$ cat src/rtl/cga_pkg.sv
// Shared types and constants for the CGA video RAM arbiter.
package cga_pkg;

  localparam int unsigned VRAM_ADDR_BITS   = 14;
  localparam logic [4:0]  RAM_PAGE_DEFAULT = 5'd0;

  typedef enum logic [2:0] {
    StIdle,
    StVAddr,
    StVLatch,
    StCAddr,
    StCRd,
    StCWe,
    StCHold
  } arb_state_e;

endpackage

$ cat src/rtl/cga_req_latch.sv
// One-entry request holding register with pending flag and sticky overrun detection.
module cga_req_latch #(
  parameter int unsigned WIDTH   = 8,
  parameter bit          REPLACE = 1'b0
) (
  input  logic             clk,
  input  logic             reset_l,
  input  logic             req,
  input  logic [WIDTH-1:0] data,
  input  logic             clr,
  output logic             take,
  output logic             pend,
  output logic [WIDTH-1:0] held,
  output logic             overrun
);

  logic             pend_q;
  logic             overrun_q;
  logic [WIDTH-1:0] held_q;

  // A request landing in the completion cycle is a fresh request, not a collision.
  assign take    = req & (REPLACE | ~pend_q | clr);
  assign pend    = pend_q;
  assign held    = held_q;
  assign overrun = overrun_q;

  always_ff @(posedge clk or negedge reset_l) begin
    if (!reset_l) begin
      pend_q    <= 1'b0;
      overrun_q <= 1'b0;
      held_q    <= '0;
    end else begin
      pend_q <= req | (pend_q & ~clr);
      if (take) begin
        held_q <= data;
      end
      if (req & pend_q & ~clr) begin
        overrun_q <= 1'b1;
      end
    end
  end

endmodule

$ cat src/rtl/cga_vram_arbiter.sv
// Arbitrates the single 8-bit video SRAM between CRTC fetches (fixed priority) and
// ISA CPU accesses; all SRAM pins and requester outputs are registered.
module cga_vram_arbiter
  import cga_pkg::*;
#(
  parameter int unsigned ADDR_BITS = VRAM_ADDR_BITS,
  parameter logic [4:0]  RAM_PAGE  = RAM_PAGE_DEFAULT
) (
  input  logic                 clk,
  input  logic                 reset_l,
  input  logic                 vid_req,
  input  logic [ADDR_BITS-1:0] vid_addr,
  output logic [7:0]           vid_data,
  output logic                 vid_valid,
  output logic                 vid_overrun,
  input  logic                 cpu_req,
  input  logic                 cpu_we,
  input  logic [ADDR_BITS-1:0] cpu_addr,
  input  logic [7:0]           cpu_wdata,
  output logic [7:0]           cpu_rdata,
  output logic                 cpu_rdy,
  output logic [18:0]          ram_a,
  output logic [7:0]           ram_dout,
  output logic                 ram_doe,
  input  logic [7:0]           ram_din,
  output logic                 ram_we_l
);

  localparam int unsigned CPU_BITS = ADDR_BITS + 9;

  function automatic logic [18:0] page_addr(input logic [ADDR_BITS-1:0] a);
    return (19'(RAM_PAGE) << ADDR_BITS) | 19'(a);
  endfunction

  arb_state_e state_q, state_d;

  logic [18:0] ram_a_q, ram_a_d;
  logic [7:0]  ram_dout_q, ram_dout_d;
  logic        ram_doe_q, ram_doe_d;
  logic        ram_we_l_q, ram_we_l_d;
  logic [7:0]  vid_data_q, vid_data_d;
  logic        vid_valid_q, vid_valid_d;
  logic [7:0]  cpu_rdata_q, cpu_rdata_d;
  logic        cpu_rdy_q, cpu_rdy_d;

  logic                 vid_clr, vid_pend, vid_take_unused;
  logic [ADDR_BITS-1:0] vid_held;
  logic                 cpu_clr, cpu_pend, cpu_take, cpu_overrun_unused;
  logic [CPU_BITS-1:0]  cpu_held;

  cga_req_latch #(
    .WIDTH  (ADDR_BITS),
    .REPLACE(1'b1)
  ) u_vid_latch (
    .clk    (clk),
    .reset_l(reset_l),
    .req    (vid_req),
    .data   (vid_addr),
    .clr    (vid_clr),
    .take   (vid_take_unused),
    .pend   (vid_pend),
    .held   (vid_held),
    .overrun(vid_overrun)
  );

  cga_req_latch #(
    .WIDTH  (CPU_BITS),
    .REPLACE(1'b0)
  ) u_cpu_latch (
    .clk    (clk),
    .reset_l(reset_l),
    .req    (cpu_req),
    .data   ({cpu_we, cpu_addr, cpu_wdata}),
    .clr    (cpu_clr),
    .take   (cpu_take),
    .pend   (cpu_pend),
    .held   (cpu_held),
    .overrun(cpu_overrun_unused)
  );

  // Effective request fields: a strobe this cycle bypasses the holding register.
  logic [ADDR_BITS-1:0] vaddr_eff;
  logic                 cwe_eff;
  logic [ADDR_BITS-1:0] caddr_eff;
  logic [7:0]           cwdata_eff;
  logic                 vid_any, cpu_any;

  assign vaddr_eff = vid_req ? vid_addr : vid_held;
  assign {cwe_eff, caddr_eff, cwdata_eff} =
      cpu_take ? {cpu_we, cpu_addr, cpu_wdata} : cpu_held;
  assign vid_any = vid_pend | vid_req;
  assign cpu_any = cpu_pend | cpu_req;

  always_comb begin
    state_d     = state_q;
    ram_a_d     = ram_a_q;
    ram_dout_d  = ram_dout_q;
    ram_doe_d   = 1'b0;
    ram_we_l_d  = 1'b1;
    vid_data_d  = vid_data_q;
    vid_valid_d = 1'b0;
    cpu_rdata_d = cpu_rdata_q;
    cpu_rdy_d   = cpu_rdy_q;
    vid_clr     = 1'b0;
    cpu_clr     = 1'b0;

    unique case (state_q)
      StIdle: begin
        if (vid_any) begin
          state_d = StVAddr;
        end else if (cpu_any) begin
          state_d = StCAddr;
        end
      end
      // A second strobe here re-presents the newer address instead of fetching a stale one.
      StVAddr: state_d = vid_req ? StVAddr : StVLatch;
      StVLatch: begin
        vid_data_d  = ram_din;
        vid_valid_d = 1'b1;
        vid_clr     = 1'b1;
        if (vid_req) begin
          state_d = StVAddr;
        end else if (cpu_any) begin
          state_d = StCAddr;
        end else begin
          state_d = StIdle;
        end
      end
      StCAddr: state_d = cpu_held[CPU_BITS-1] ? StCWe : StCRd;
      StCRd: begin
        cpu_rdata_d = ram_din;
        cpu_clr     = 1'b1;
        cpu_rdy_d   = 1'b1;
        state_d     = vid_any ? StVAddr : StIdle;
      end
      StCWe: state_d = StCHold;
      StCHold: begin
        cpu_clr   = 1'b1;
        cpu_rdy_d = 1'b1;
        state_d   = vid_any ? StVAddr : StIdle;
      end
      default: state_d = StIdle;
    endcase

    // Pin values are loaded on entry so they are valid throughout the state.
    unique case (state_d)
      StVAddr: ram_a_d = page_addr(vaddr_eff);
      StCAddr: begin
        ram_a_d = page_addr(caddr_eff);
        if (cwe_eff) begin
          ram_dout_d = cwdata_eff;
          ram_doe_d  = 1'b1;
        end
      end
      StCWe: begin
        ram_we_l_d = 1'b0;
        ram_doe_d  = 1'b1;
      end
      StCHold: ram_doe_d = 1'b1;
      default: ;
    endcase

    if (cpu_take) begin
      cpu_rdy_d = 1'b0;
    end
  end

  always_ff @(posedge clk or negedge reset_l) begin
    if (!reset_l) begin
      state_q     <= StIdle;
      ram_a_q     <= '0;
      ram_dout_q  <= '0;
      ram_doe_q   <= 1'b0;
      ram_we_l_q  <= 1'b1;
      vid_data_q  <= '0;
      vid_valid_q <= 1'b0;
      cpu_rdata_q <= '0;
      cpu_rdy_q   <= 1'b1;
    end else begin
      state_q     <= state_d;
      ram_a_q     <= ram_a_d;
      ram_dout_q  <= ram_dout_d;
      ram_doe_q   <= ram_doe_d;
      ram_we_l_q  <= ram_we_l_d;
      vid_data_q  <= vid_data_d;
      vid_valid_q <= vid_valid_d;
      cpu_rdata_q <= cpu_rdata_d;
      cpu_rdy_q   <= cpu_rdy_d;
    end
  end

  assign ram_a     = ram_a_q;
  assign ram_dout  = ram_dout_q;
  assign ram_doe   = ram_doe_q;
  assign ram_we_l  = ram_we_l_q;
  assign vid_data  = vid_data_q;
  assign vid_valid = vid_valid_q;
  assign cpu_rdata = cpu_rdata_q;
  assign cpu_rdy   = cpu_rdy_q;

endmodule
$ cat config.mk
export PLATFORM = sky130hd
export DESIGN_NAME = cga_vram_arbiter
export DESIGN_NICKNAME = d
export VERILOG_FILES = /design/src/rtl/cga_pkg.sv /design/src/rtl/cga_req_latch.sv /design/src/rtl/cga_vram_arbiter.sv
export SDC_FILE = /design/constraint.sdc
export NUM_CORES = 1
export LEC_CHECK = 0
export CORE_MARGIN = 5
export CORE_UTILIZATION = 48
export DETAILED_ROUTE_END_ITERATION = 10
export PLACE_DENSITY = 0.88
export SETUP_SLACK_MARGIN = 0.15
export SYNTH_ARGS = -nofsm -noshare
export SYNTH_HDL_FRONTEND = slang
export SYNTH_SLANG_ARGS = --single-unit
$ cat constraint.sdc
create_clock -name clk -period 2.65 [get_ports clk]
set_input_delay 0.53 -clock clk [delete_from_list [all_inputs] [get_ports clk]]
set_output_delay 0.53 -clock clk [all_outputs]
set_load 0.01 [all_outputs]
==> flow_metrics.tcl, run 1 <==
set metrics [dict create \
    globalplace.congestion 0.757 \
    drive_gt1_share_pct 23.5 \
    synth_area_leaders "dfrtp_1 (60%), mux2_2 (13%), mux2i_1 (4.3%)" \
    synth_cells 240 \
    initial_utilization_pct 48.6 \
    dieArea_sq_um 9020 \
    grtUsageTotal_pct 17.3 \
    synth.yosys.seq_area_share_pct 61.4 \
    ant_nets 0 \
    relSlewSlack_pct 33.0 \
    peakVddDrop_v 0.000574 \
    cts_tree "yes" \
    io_pins 97 \
    cts_made_buffers 9 \
    syn_to_final_growth_pct 35.1 \
    crit_slowest_cell "clkdlybuf4s50_1" \
    hp-class "in -> async" \
    post-route-period-util_pct 80.3 \
    ys_ff_latch 85 \
    dp_hpwl_mm 5.23 \
    worst-path-buf-inv 2 \
    cts_resized 0 \
    synth-adder-area-share_pct 0 \
    cts_sinks 85 \
    post-route-min-period_ns 2.13 \
    worst_pin_slew_ns 1.00 \
    wl_per_cell_microns 16.3 \
    htreeDepth 3 \
    critical_path_arrival_ns 2.36 \
    grt_pass1_vias 2436 \
    die_w_microns 95.0 \
    status "complete, no violations" \
    start_kind "input pin" \
    path_cells "clkdlybuf4s50_1 -> o21bai_1 -> or4_4 -> nor2b_1 -> buf_4 -> mux2_4" \
    power_mw 5.24 \
    grt_pass1_wl_mm 11.9 \
    cts_hold_buf 0 \
    cap_viol_max_count 0 \
    firstDrtPassIters 4 \
    clk_latency_ns 0.34 \
    finalSetupViolations 0 \
    synthDominantCellAreaShare_pct 59.9 \
    num_rows 31 \
    yosysWarnings 0 \
    async_reset_ff_share_pct 100 \
    hold_viol_final 0 \
    synth-simple-area-share_pct 4.01 \
    max_freq_ghz 0.470 \
    grt_max_degree 52 \
    path_class "in -> reg" \
    synthFlopType "dfrtp_1" \
    synth_edf_count 0 \
    synthMuxAreaShare_pct 25.1 \
    rsz0062_at_grt "no" \
    vias_per_cell 4.96 \
    yosys.area.top_type "dfrtp_1" \
    via_count 2177 \
    drt_iter0_drc 68 \
    drc_errors 0 \
    syn_area_sq_um 3470 \
    grt-ovfl-total 0 \
    synth_compound_area_share_pct 5.74 \
    wl_mm 7.17 \
    synth_top_family_by_area "multiplexers" \
    setup.worst_path.end_class "flip-flop" \
    drv_slew 0 \
    cts-root-buf "clkbuf_8" \
    antenna_found_initial 0 \
    cp.required_ns 2.88 \
    synthXorXnorAreaFrac_pct 0 \
    nNetsFinal 384 \
    synthMostInstantiatedCell "dfrtp_1" \
    cp_top_family "buffers and inverters" \
    cts_setup_buffers 0 \
    cts_max_path_buffers 2 \
    synth_common_cells "dfrtp_1 (83), mux2_2 (41), nand2_1 (18)" \
    port_buffers 91 \
    clock_skew_ns 0.00711 \
    dp_slack_ns 0.124 \
    core_region_area_sq_um 7140 \
    critPathMaxFanout 9 \
    layout_setup_ws_ns 0.521 \
    synth_area_per_cell_sq_um 14.4 \
    setup_tns_ns 0 \
    fin_util_pct 65.6 \
    max_stage_delay_ns 0.54 \
    clk_pin_slew_ns 0.08 \
    die_h_microns 95.0 \
    powerDensity_nw_per_um2 1120 \
    leakage_nw 2.01 \
    n_antenna_cell 0 \
    synth.distinct_cells 34 \
]
-- state kept, by name, indices dropped and copies added, names as in the netlist --
signal,flops
u_cpu_latch.held,23
ram_a,14
u_vid_latch.held,14
cpu_rdata,8
ram_dout,8
vid_data,8
state_q,3
cpu_rdy,1
ram_doe,1
ram_we_l,1
u_cpu_latch.pend,1
u_vid_latch.overrun,1
u_vid_latch.pend,1
vid_valid,1
-- final timing paths --
check,startpoint,end,slack [ns],cells past startpoint
worst max register to register,state_q[2],ram_dout[3],0.61,5
max in group asynchronous,reset_l,cpu_rdy,1.76,2
worst max-delay path,cpu_req,ram_dout[4],0.52,6
worst min-delay path,reset_l,ram_a[13],0.21,1
worst min register to register,u_vid_latch.overrun,u_vid_latch.overrun,0.48,1
min in group clk,u_vid_latch.overrun,u_vid_latch.overrun,0.48,1
-- metal layers --
metal	vias up	part of all wire [%]	global-route usage (%)	wire, microns
li1	1009	-	-	-
met5	-	0	0	0
met4	0	1.5	6.37	111
met3	11	5.6	4.78	399
met1	1097	41	20.9	2960
met2	60	52	29.7	3700
-- stage by stage --
step,area (sq um),hold slack [ns],cells
4_1_cts,4680,0.223,439
3_5_place_dp,4460,0.461,423
3_3_place_gp,4460,0.452,423
6_report,4680,0.206,439
5_1_grt,4680,0.258,439
2_1_floorplan,3480,0.234,244
-- layout by cell type (no fill, tap or decap), types with 2 or more instances in the layout --
| master | instances |
|---|---|
| clkdlybuf4s50_1 | 90 |
| dfrtp_1 | 83 |
| mux2_2 | 41 |
| nand2_1 | 18 |
| mux2i_1 | 15 |
| o21ai_1 | 14 |
| mux2_1 | 11 |
| clkbuf_8 | 10 |
| mux2_4 | 9 |
| buf_4 | 6 |
| conb_1 | 5 |
| nor2b_1 | 4 |
| a21oi_1 | 3 |
| inv_1 | 2 |
| o21bai_1 | 2 |
| nand2b_1 | 2 |
| o21ai_0 | 2 |
| a21o_1 | 2 |
| bufinv_16 | 2 |
| clkinvlp_4 | 2 |
| dfstp_2 | 2 |
-- layout make-up --
cell class,instances,area (sq um)
inverter,3,11.3
clock buffer,11,141
sequential,85,2130
clock inverter,5,83.8
multi-input combinational,139,1230
fill,558,2450
tap,99,124
timing repair buffer,97,966
-- cells by family (layout without fill, tap and decap cells) --
group,Yosys count,after routing
simple gates,28,28
compound gates,30,30
other cells,1,5
mux,76,76
flops,85,85
buf+inv,20,116
-- power breakdown --
group	switching, mW	internal (mW)	leakage, nW
combinational	0.885	1.22	0.890
sequential	0.281	1.85	1.01
clock	0.453	0.559	0.106
Power figures use the tool's default switching activity.
==> run 2, diff against run 1 <==
clock period = 2 ns   (was 2.65 ns; I/O delays follow)
==> flow_metrics.tcl, run 2 (same netlist as run 1, synthesis figures left out) <==
set metrics [dict create \
    antenna_found_initial 0 \
    grt_max_degree 36 \
    status "complete, no violations" \
    setup_tns_ns 0 \
    whs_path_depth 3 \
    grt_pass1_wl_mm 12.2 \
    cts_tree "yes" \
    cp.required_ns 2.24 \
    largest_register_ffs 23 \
    finalSetupViolations 0 \
    nNetsFinal 402 \
    wl_per_cell_microns 16.5 \
    port_buffers 91 \
    drv_slew 0 \
    hold_viol_final 0 \
    cap_viol_max_count 0 \
    syn_to_final_growth_pct 41.1 \
    clkPwrFrac_pct 15.6 \
    drive_gt1_share_pct 28.8 \
    layout_common_cells "clkdlybuf4s50_1 (88), dfrtp_1 (82), mux2_2 (41), nand2_1 (18), buf_4 (16)" \
    clk_pin_slew_ns 0.09 \
    die_w_microns 95.0 \
    drt_iter0_drc 70 \
    p_comb_share_pct 45.1 \
    min_to "u_cpu_latch.pend" \
    r2r_cells 6 \
    clock_skew_ns 0.0119 \
    worstReg2RegStart "state_q[2]" \
    htreeDepth 3 \
    peakVddDrop_v 0.000647 \
    vias_per_cell 4.88 \
    die_h_microns 95.0 \
    leakage_nw 2.13 \
    rsz0062_at_grt "yes" \
    start_kind "input pin" \
    hp-start "cpu_req" \
    fin_util_pct 68.6 \
    netSwitchingFraction_pct 32.1 \
    io_pins 97 \
    grtUsageTotal_pct 17.8 \
    relSlewSlack_pct 66.2 \
    post-route-min-period_ns 1.85 \
    layout_commonest_cell "clkdlybuf4s50_1" \
    hp-class "in -> reg" \
    via_count 2230 \
    dp_hpwl_mm 5.44 \
    grt_pass1_vias 2431 \
    r2r-end "ram_a[7]" \
    setup.worst_path.end_class "flip-flop" \
    worst_pin_slew_ns 0.506 \
    post-route-period-util_pct 92.3 \
    cts_max_path_buffers 2 \
    initial_utilization_pct 48.6 \
    cts_sinks 85 \
    startpoint "vid_req" \
    core_region_area_sq_um 7140 \
    clk_latency_ns 0.35 \
    critPathMaxFanout 5 \
    switchingPower_mw 2.28 \
    wl_mm 7.53 \
    rrSetupSlack_ns 0.19 \
    cts-root-buf "clkbuf_8" \
    num_rows 31 \
    power.internal_mw 4.82 \
    firstDrtPassIters 4 \
    seq_power_share_pct 39.3 \
    ant_nets 0 \
    critical_path_arrival_ns 2.09 \
    grt-ovfl-total 0 \
    max_freq_ghz 0.542 \
    path_class "in -> reg" \
    n_antenna_cell 0 \
    globalplace.congestion 0.753 \
    dieArea_sq_um 9020 \
    cts_made_buffers 9 \
    powerDensity_nw_per_um2 1450 \
    drc_errors 0 \
]
-- run 2: cell types whose count changed in the layout (fill, tap and decap cells not counted), moves of 2 or more --
| cell | previous run | this run |
|---|---|---|
| buf_4 | 6 | 16 |
| buf_12 | 1 | 6 |
| inv_6 | 0 | 4 |
| nor2b_1 | 4 | 1 |
| bufinv_16 | 2 | 0 |
| clkdlybuf4s50_1 | 90 | 88 |
| dlymetal6s2s_1 | 0 | 2 |
| nor2b_4 | 1 | 3 |
-- run 2: layout make-up --
type | count | area, sq um
fill | 520 | 2240
sequential | 85 | 2130
multi-input combinational | 139 | 1260
timing repair buffer | 115 | 1190
clock buffer | 9 | 124
tap | 99 | 124
clock inverter | 7 | 55.1
inverter | 3 | 11.3
-- run 2: per-layer routing --
layer	GRT usage, %	vias to the layer above	part of all wire (%)
li1	-	1052	-
met1	22.0	1117	41
met2	30.1	54	53
met3	4.06	7	4.3
met4	7.57	0	1.3
met5	0	-	0
-- run 2: worst max-delay path by stage --
stage	end	slack, ns
floorplan	ram_dout[0]	0.18
global placement	ram_dout[1]	-0.24
detailed placement	ram_dout[5]	-0.29
CTS	ram_we_l	0.15
global route	ram_a[1]	0.12
finish	ram_a[7]	0.15
-- run 2: stage by stage --
step	std cells	setup WS [ns]	power (mW)	area, sq um	hold WS [ns]
finish	457	0.153	7.10	4890	0.469
global placement	436	-0.239	5.79	4620	0.366
CTS	453	0.151	7.07	4820	0.486
floorplan	244	0.177	4.42	3480	0.104
global route	457	0.118	7.53	4890	0.475
detailed placement	436	-0.292	5.93	4620	0.373
-- run 2: power by group through the flow --
stage | combinational, mW | sequential [mW] | clock [mW]
after floorplan | 1.48 | 2.93 | 0
after global placement | 3.00 | 2.79 | 0
after detailed placement | 3.10 | 2.84 | 0
after CTS | 3.12 | 2.80 | 1.15
after global routing | 3.44 | 2.88 | 1.22
final | 3.20 | 2.79 | 1.11
-- run 2: timing repair --
action                                 CTS  global route
gates resized for setup                  3             8
endpoints found under the hold margin   30             0
pin swaps                                1             0
setup endpoints to repair                8            21
hold buffers                             1             0
cloned                                   0             1
setup buffers                            0             3
-- run 2: critical path, cell delays in order --
cell and delay (ns):
clkdlybuf4s50_1 0.47, or4_4 0.58, o31ai_4 0.14, clkbuf_16 0.23, mux2i_1 0.19, o21ai_1 0.08
